File: src/rtl/sclk_frame_rx.sv
// sclk_frame_rx
// Receive side of the start/sclk serial framing link. start, sclk and sdin
// are synchronised into the clk domain. One bit is shifted in per
// synchronised sclk rising edge while start is held high. A complete
// DATA_W-bit word is presented on dout with a one-cycle dout_valid strobe.
// A start drop mid-frame, or surplus sclk edges after a full word, pulse
// frame_err.
module sclk_frame_rx #(
    parameter int DATA_W      = 4,
    parameter int SYNC_STAGES = 2,
    parameter bit MSB_FIRST   = 1'b1
) (
    input  logic              clk,
    input  logic              rst,
    input  logic              en,
    input  logic              start,
    input  logic              sclk,
    input  logic              sdin,
    output logic [DATA_W-1:0] dout,
    output logic              dout_valid,
    output logic              frame_err,
    output logic              busy
);

    localparam int CNT_W  = (DATA_W > 1) ? $clog2(DATA_W) : 1;
    localparam int WARM   = SYNC_STAGES + 1;
    localparam int WARM_W = $clog2(WARM + 1);

    typedef enum logic [1:0] {
        IDLE     = 2'd0,
        SHIFT    = 2'd1,
        WAIT_END = 2'd2
    } state_t;

    // Per-stage synchroniser bits, packed as {start, sclk, sdin}
    logic [SYNC_STAGES-1:0][2:0] r_sync;
    logic                        r_start_d;
    logic                        r_sclk_d;
    logic [WARM_W-1:0]           r_warm;
    state_t                      r_state;
    logic [CNT_W-1:0]            r_cnt;
    logic [DATA_W-1:0]           r_shift;
    logic [DATA_W-1:0]           r_dout;
    logic                        r_dout_valid;
    logic                        r_frame_err;
    logic                        r_busy;

    logic                        w_start_s;
    logic                        w_sclk_s;
    logic                        w_sdin_s;
    logic                        w_start_rise;
    logic                        w_sclk_rise;
    logic                        w_armed;
    logic                        w_last_bit;
    logic [DATA_W-1:0]           w_shift_next;

    assign w_start_s    = r_sync[SYNC_STAGES-1][2];
    assign w_sclk_s     = r_sync[SYNC_STAGES-1][1];
    assign w_sdin_s     = r_sync[SYNC_STAGES-1][0];
    assign w_start_rise = w_start_s & ~r_start_d;
    assign w_sclk_rise  = w_sclk_s & ~r_sclk_d;
    // Synchroniser flops clear on reset, so a pin already high at reset
    // shows up as a false rise while the chain refills; frames are only
    // accepted once the chain has reflected the real pin levels.
    assign w_armed      = (r_warm == WARM_W'(WARM));
    assign w_last_bit   = (r_cnt == CNT_W'(DATA_W - 1));

    // Bit ordering: first bit ends up in the MSB or in the LSB of the word
    generate
        if (MSB_FIRST) begin : g_msb_first
            assign w_shift_next = {r_shift[DATA_W-2:0], w_sdin_s};
        end else begin : g_lsb_first
            assign w_shift_next = {w_sdin_s, r_shift[DATA_W-1:1]};
        end
    endgenerate

    // Synchronise the three async inputs and keep one delayed copy for edge detection
    always_ff @(posedge clk) begin
        if (rst) begin
            r_sync    <= '0;
            r_start_d <= 1'b0;
            r_sclk_d  <= 1'b0;
        end else begin
            r_sync    <= {r_sync[SYNC_STAGES-2:0], {start, sclk, sdin}};
            r_start_d <= w_start_s;
            r_sclk_d  <= w_sclk_s;
        end
    end

    // Count clk cycles after reset until the synchroniser output is trustworthy
    always_ff @(posedge clk) begin
        if (rst) begin
            r_warm <= '0;
        end else if (!w_armed) begin
            r_warm <= r_warm + WARM_W'(1);
        end
    end

    // Frame FSM with registered outputs
    always_ff @(posedge clk) begin
        if (rst) begin
            r_state      <= IDLE;
            r_cnt        <= '0;
            r_shift      <= '0;
            r_dout       <= '0;
            r_dout_valid <= 1'b0;
            r_frame_err  <= 1'b0;
            r_busy       <= 1'b0;
        end else begin
            r_dout_valid <= 1'b0;
            r_frame_err  <= 1'b0;
            case (r_state)
                IDLE: begin
                    if (en && w_start_rise && w_armed) begin
                        r_state <= SHIFT;
                        r_cnt   <= '0;
                        r_busy  <= 1'b1;
                    end
                end
                SHIFT: begin
                    if (!en) begin
                        r_state <= IDLE;
                        r_cnt   <= '0;
                        r_busy  <= 1'b0;
                    end else if (!w_start_s) begin
                        // Start dropped before the word completed; a bit
                        // arriving in the same cycle is not accepted.
                        r_frame_err <= 1'b1;
                        r_state     <= IDLE;
                        r_cnt       <= '0;
                        r_busy      <= 1'b0;
                    end else if (w_sclk_rise) begin
                        r_shift <= w_shift_next;
                        if (w_last_bit) begin
                            r_dout       <= w_shift_next;
                            r_dout_valid <= 1'b1;
                            r_cnt        <= '0;
                            r_state      <= WAIT_END;
                        end else begin
                            r_cnt <= r_cnt + CNT_W'(1);
                        end
                    end
                end
                WAIT_END: begin
                    if (!w_start_s || !en) begin
                        r_state <= IDLE;
                        r_busy  <= 1'b0;
                    end else if (w_sclk_rise) begin
                        // Initiator clocked more bits than the word holds
                        r_frame_err <= 1'b1;
                    end
                end
                default: begin
                    r_state <= IDLE;
                    r_cnt   <= '0;
                    r_busy  <= 1'b0;
                end
            endcase
        end
    end

    assign dout       = r_dout;
    assign dout_valid = r_dout_valid;
    assign frame_err  = r_frame_err;
    assign busy       = r_busy;

endmodule

File: config.mk
export PLATFORM = sky130hd
export DESIGN_NAME = sclk_frame_rx
export DESIGN_NICKNAME = d
export VERILOG_FILES = /design/src/rtl/sclk_frame_rx.sv
export SDC_FILE = /design/constraint.sdc
export NUM_CORES = 1
export LEC_CHECK = 0
export ABC_AREA = 1
export BUFFER_PORTS_ARGS = -buffer_cell sky130_fd_sc_hd__buf_2
export CORE_UTILIZATION = 59
export DETAILED_ROUTE_END_ITERATION = 7
export PLACE_DENSITY = 0.81
export SLEW_MARGIN = 5
export SYNTH_ARGS = -nofsm -noshare
export SYNTH_HDL_FRONTEND = slang
export SYNTH_SLANG_ARGS = --single-unit
File: constraint.sdc
create_clock -name clk -period 3.16 [get_ports clk]
set_input_delay 0 -clock clk [delete_from_list [all_inputs] [get_ports clk]]
set_output_delay 0 -clock clk [all_outputs]
set_load 0.01 [all_outputs]
==> metrics.md <==
| Metric | Value |
|---|---|
| Core region area | 1559 sq um |
| Min Tclk post-route | 1.471 ns |
| Achievable clock frequency | 679.7 MHz |
| Multiplexer fraction of the synthesized cell area | 0 |
| Deepest clock path buffer count | 2 |
| Floorplan die height | 43.73 microns |
| Seq/Total Area, Yosys | 0.4677 |
| Violated checks | design-rule violations |
| Synthesis-to-finish area growth | 19.85% |
| Highest metal layer with signal wires | met4 |
| CP startpoint | r_state[0] |
| Sum of buffers and inverters on the critical path | 2 |
| Most frequent standard cell in the layout excluding fill and tap cells | sky130_fd_sc_hd__nor2_1 |
| Vias per inst | 5.069 |
| Amount of wire on met2 after detailed routing | 881 microns |
| Starting density of the core | 0.6589 |
| Hold_sp | r_sync[0] |
| Number of max-slew violations in the final report | 0 |
| Cell area after placement | 1099 sq um |
| Total of flip-flops plus latches after synthesis | 24 |
| Static power due to leakage | 0.5927 nW |
| Fraction of the mapped netlist area in compound gates | 0.07674 |
| Period Utilization, post-route | 0.4656 |
| Total half-perimeter wirelength after legalization and detailed placement | 1.265 mm |
| Instance count of the mapped netlist | 136 |
| CTS Buf Count | 3 |
| Net count of the finished layout | 171 |
| Max-cap viol count | 0 |
| Via count of the first global-routing pass | 764 |
| Ordered list of cells on the worst path | inv_1, ha_1, inv_1, nor2_1, a21oi_1, nand3_1, nand2_1, nor2_1 |
| Path length in cells of the critical path | 8 |
| Clock tree from TritonCTS | built |
| Number of library cell types mapped by synthesis | 20 |
| Gr ovfl total | 0 |
| Met3 wire len | 61 microns |
| Insertion delay to the later sink of the worst-skew pair | 0.32 ns |
| Cell with the biggest individual delay on the critical path | sky130_fd_sc_hd__dfxtp_1 |
| Run status | finished, violations left |
| Data required, critical path | 3.40 ns |
| Clock-pin transition on the worst setup and hold timing paths | 0.13 ns |
| Via Count | 882 |
| Worst Clk Skew | 0.003168 ns |
| Average wire per cell in the routed design | 10.57 microns |
| Die X-Extent | 43.73 microns |
| I/O pin count | 13 |
| Final-layout fill cell count | 108 |
| Worst hold path cell count | 2 |
| Number of sinks handled by clock tree synthesis | 24 |
| Top library cells by usage in the layout, fill and taps aside | 39 x sky130_fd_sc_hd__nor2_1, 24 x sky130_fd_sc_hd__dfxtp_1, 22 x sky130_fd_sc_hd__inv_1 |
| Synthesized netlist net count | 148 |
| Global placer's final weighted congestion | 0.8385 |
| TritonRoute pass-1 iters | 7 |
| Post-synthesis share of cell area spent on and, or, nand and nor gates | 0.2777 |
| Delay contributed by the slowest stage of the critical path | 0.42 ns |
| Post-synthesis cell type with the largest combined area | sky130_fd_sc_hd__dfxtp_1 |
| First-pass GRT wire length | 3.036 mm |
| Antenna violations before repair | 0 |
| Arithmetic-cell share of the synthesized area counting full adders, half adders and majority gates | 0.07308 |
| Cells taking the most area after synthesis | sky130_fd_sc_hd__dfxtp_1 47%, sky130_fd_sc_hd__nor2_1 14%, sky130_fd_sc_hd__inv_1 8.0% |
| Iter 0 DRT Violations | 20 |
| Pwr dens | 636.5 nW/um^2 |
| Die ar. | 1912 sq um |
| Peak supply drop | 0.4973 mV |
| Final routed wirelength across all metal layers | 1.840 mm |
| Dominant combinational cell family by area after synthesis | simple AND/OR/NAND/NOR gates |
| Htree depth | 1 |
| Final hold violation count | 0 |
| Worst Max-Slew Pin Slew | 0.3631 ns |
| Critical path peak fanout | 4 |
| WL met1 | 847 microns |
| Worst setup path category | flip-flop to flip-flop |
| Average instance area after synthesis | 7.553 sq um |
| DRC violations left | 1 |
| Fraction of final layout cells sized beyond drive strength 1 | 0.1646 |
| Unrepaired setup endpoints after global routing | false |
| Final antenna diode count | 0 |
| Rows | 14 |
| Crit path launch type | flip-flop |
| Remaining number of nets flagged by the antenna check after routing | 0 |
| Worst min-delay path category | flip-flop to flip-flop |
| Yosys synthesis warning count | 0 |
| Worst R2R Start | r_state[0] |
| Worst-case headroom to the max-slew limit | 0.7577 |
| Combined area of all synthesized cells | 1027 sq um |
| Xor and xnor area share after synthesis | 0.008526 |
| Cell chosen for the clock root | sky130_fd_sc_hd__clkbuf_4 |
| Path depth of the worst reg2reg path | 8 |
| Non-Filler Cell Area, Final | 1231 sq um |
| Area fraction of the dominant cell type after synthesis | 0.4677 |
| Total global-route track usage | 0.2170 |
| Type of element capturing the critical path | flip-flop |
| Sum Neg Setup Slack | 0 ns |
| Critical path arrival | 1.71 ns |
| Number of port buffers | 12 |
| Cell family with most CP delay | flip-flops |
| Maximum number of pins on one net before global-route repair | 15 |
| Total of endpoints with negative setup slack in the final report | 0 |
[synth_stat cells]
cell type	count
sky130_fd_sc_hd__inv_2	1
sky130_fd_sc_hd__a32oi_1	1
sky130_fd_sc_hd__nand3_2	1
sky130_fd_sc_hd__nor2_4	2
sky130_fd_sc_hd__nand4_1	1
sky130_fd_sc_hd__o21ai_0	11
sky130_fd_sc_hd__clkbuf_1	1
sky130_fd_sc_hd__buf_2	1
sky130_fd_sc_hd__ha_1	6
sky130_fd_sc_hd__clkinv_1	1
sky130_fd_sc_hd__inv_1	22
sky130_fd_sc_hd__nand3_1	4
sky130_fd_sc_hd__nand2_2	5
sky130_fd_sc_hd__nand2_1	10
sky130_fd_sc_hd__nor3_1	1
sky130_fd_sc_hd__nor2_1	39
sky130_fd_sc_hd__xor2_1	1
sky130_fd_sc_hd__nor2_2	1
sky130_fd_sc_hd__a21oi_1	3
sky130_fd_sc_hd__dfxtp_1	24
[state kept, by name (all words and copies together) (netlist names)]
register / cells
r_cnt: 2
r_sync: 6
r_sclk_d: 1
frame_err: 1
busy: 1
r_start_d: 1
r_shift: 3
r_warm: 2
r_state: 2
dout: 4
dout_valid: 1
[layout make-up]
cell class | instances | area [sq um] | area share
inverters | 24 | 90.09 | 0.07317
well taps | 16 | 20.02 | 0.01626
repair buffers | 20 | 140.1 | 0.1138
multi-input cells | 86 | 447.9 | 0.3638
clock inverters | 1 | 30.03 | 0.02439
clock buffers | 3 | 22.52 | 0.01829
flip-flops and latches | 24 | 480.5 | 0.3902
[worst min-delay path, stage by stage, from the launching register on]
cell and delay [ns]:
sky130_fd_sc_hd__dfxtp_1 0.32, sky130_fd_sc_hd__inv_1 0.04, sky130_fd_sc_hd__nor2_1 0.03
[repair_timing]
action                    in CTS  in global routing
resized for setup              0                  0
hold endpoints to repair      11                  0
hold buffers                   8                  0
buffers inserted               0                  0
[path summary, 6_finish.rpt]
kind,endpoint,slack (ns)
worst max-delay path,r_state[1],1.69
worst max register to register,r_state[1],1.69
worst min-delay path,r_sync[3],0.42
worst min register to register,r_sync[3],0.42
[per-stage QoR]
step | setup WS (ns) | std cells | util | hold WS, ns | power (mW)
5_1_grt | 1.567 | 174 | 0.7897 | 0.4361 | 0.8290
4_1_cts | 1.717 | 174 | 0.7897 | 0.4184 | 0.7794
6_report | 1.689 | 174 | 0.7897 | 0.4188 | 0.7837
3_3_place_gp | 1.821 | 162 | 0.7047 | 0.2008 | 0.5466
3_5_place_dp | 1.780 | 162 | 0.7047 | 0.2104 | 0.5536
2_1_floorplan | 1.950 | 136 | - | 0.1070 | 0.5150
[routing by layer]
metal  GRT usage  vias to the layer above
met2      0.3642                       24
li1            -                      454
met1      0.2670                      395
met4      0.1188                        0
met3     0.02917                        9
met5           0                        -
[cell families (layout without fill, tap and decap cells)]
logic type      count (synthesis)  count (layout)
flops                          24              24
compound gates                 15              15
xor+xnor                        1               1
simple gates                   64              64
fa+ha+maj                       6               6
buf+inv                        26              48
[power breakdown]
group	switching, mW	internal, mW	total [mW]
combinational	0.122	0.0819	0.203
clock	0.0959	0.128	0.224
sequential	0.0211	0.335	0.356
total	0.239	0.545	0.784
No activity file was read; power rests on OpenSTA's default activity.
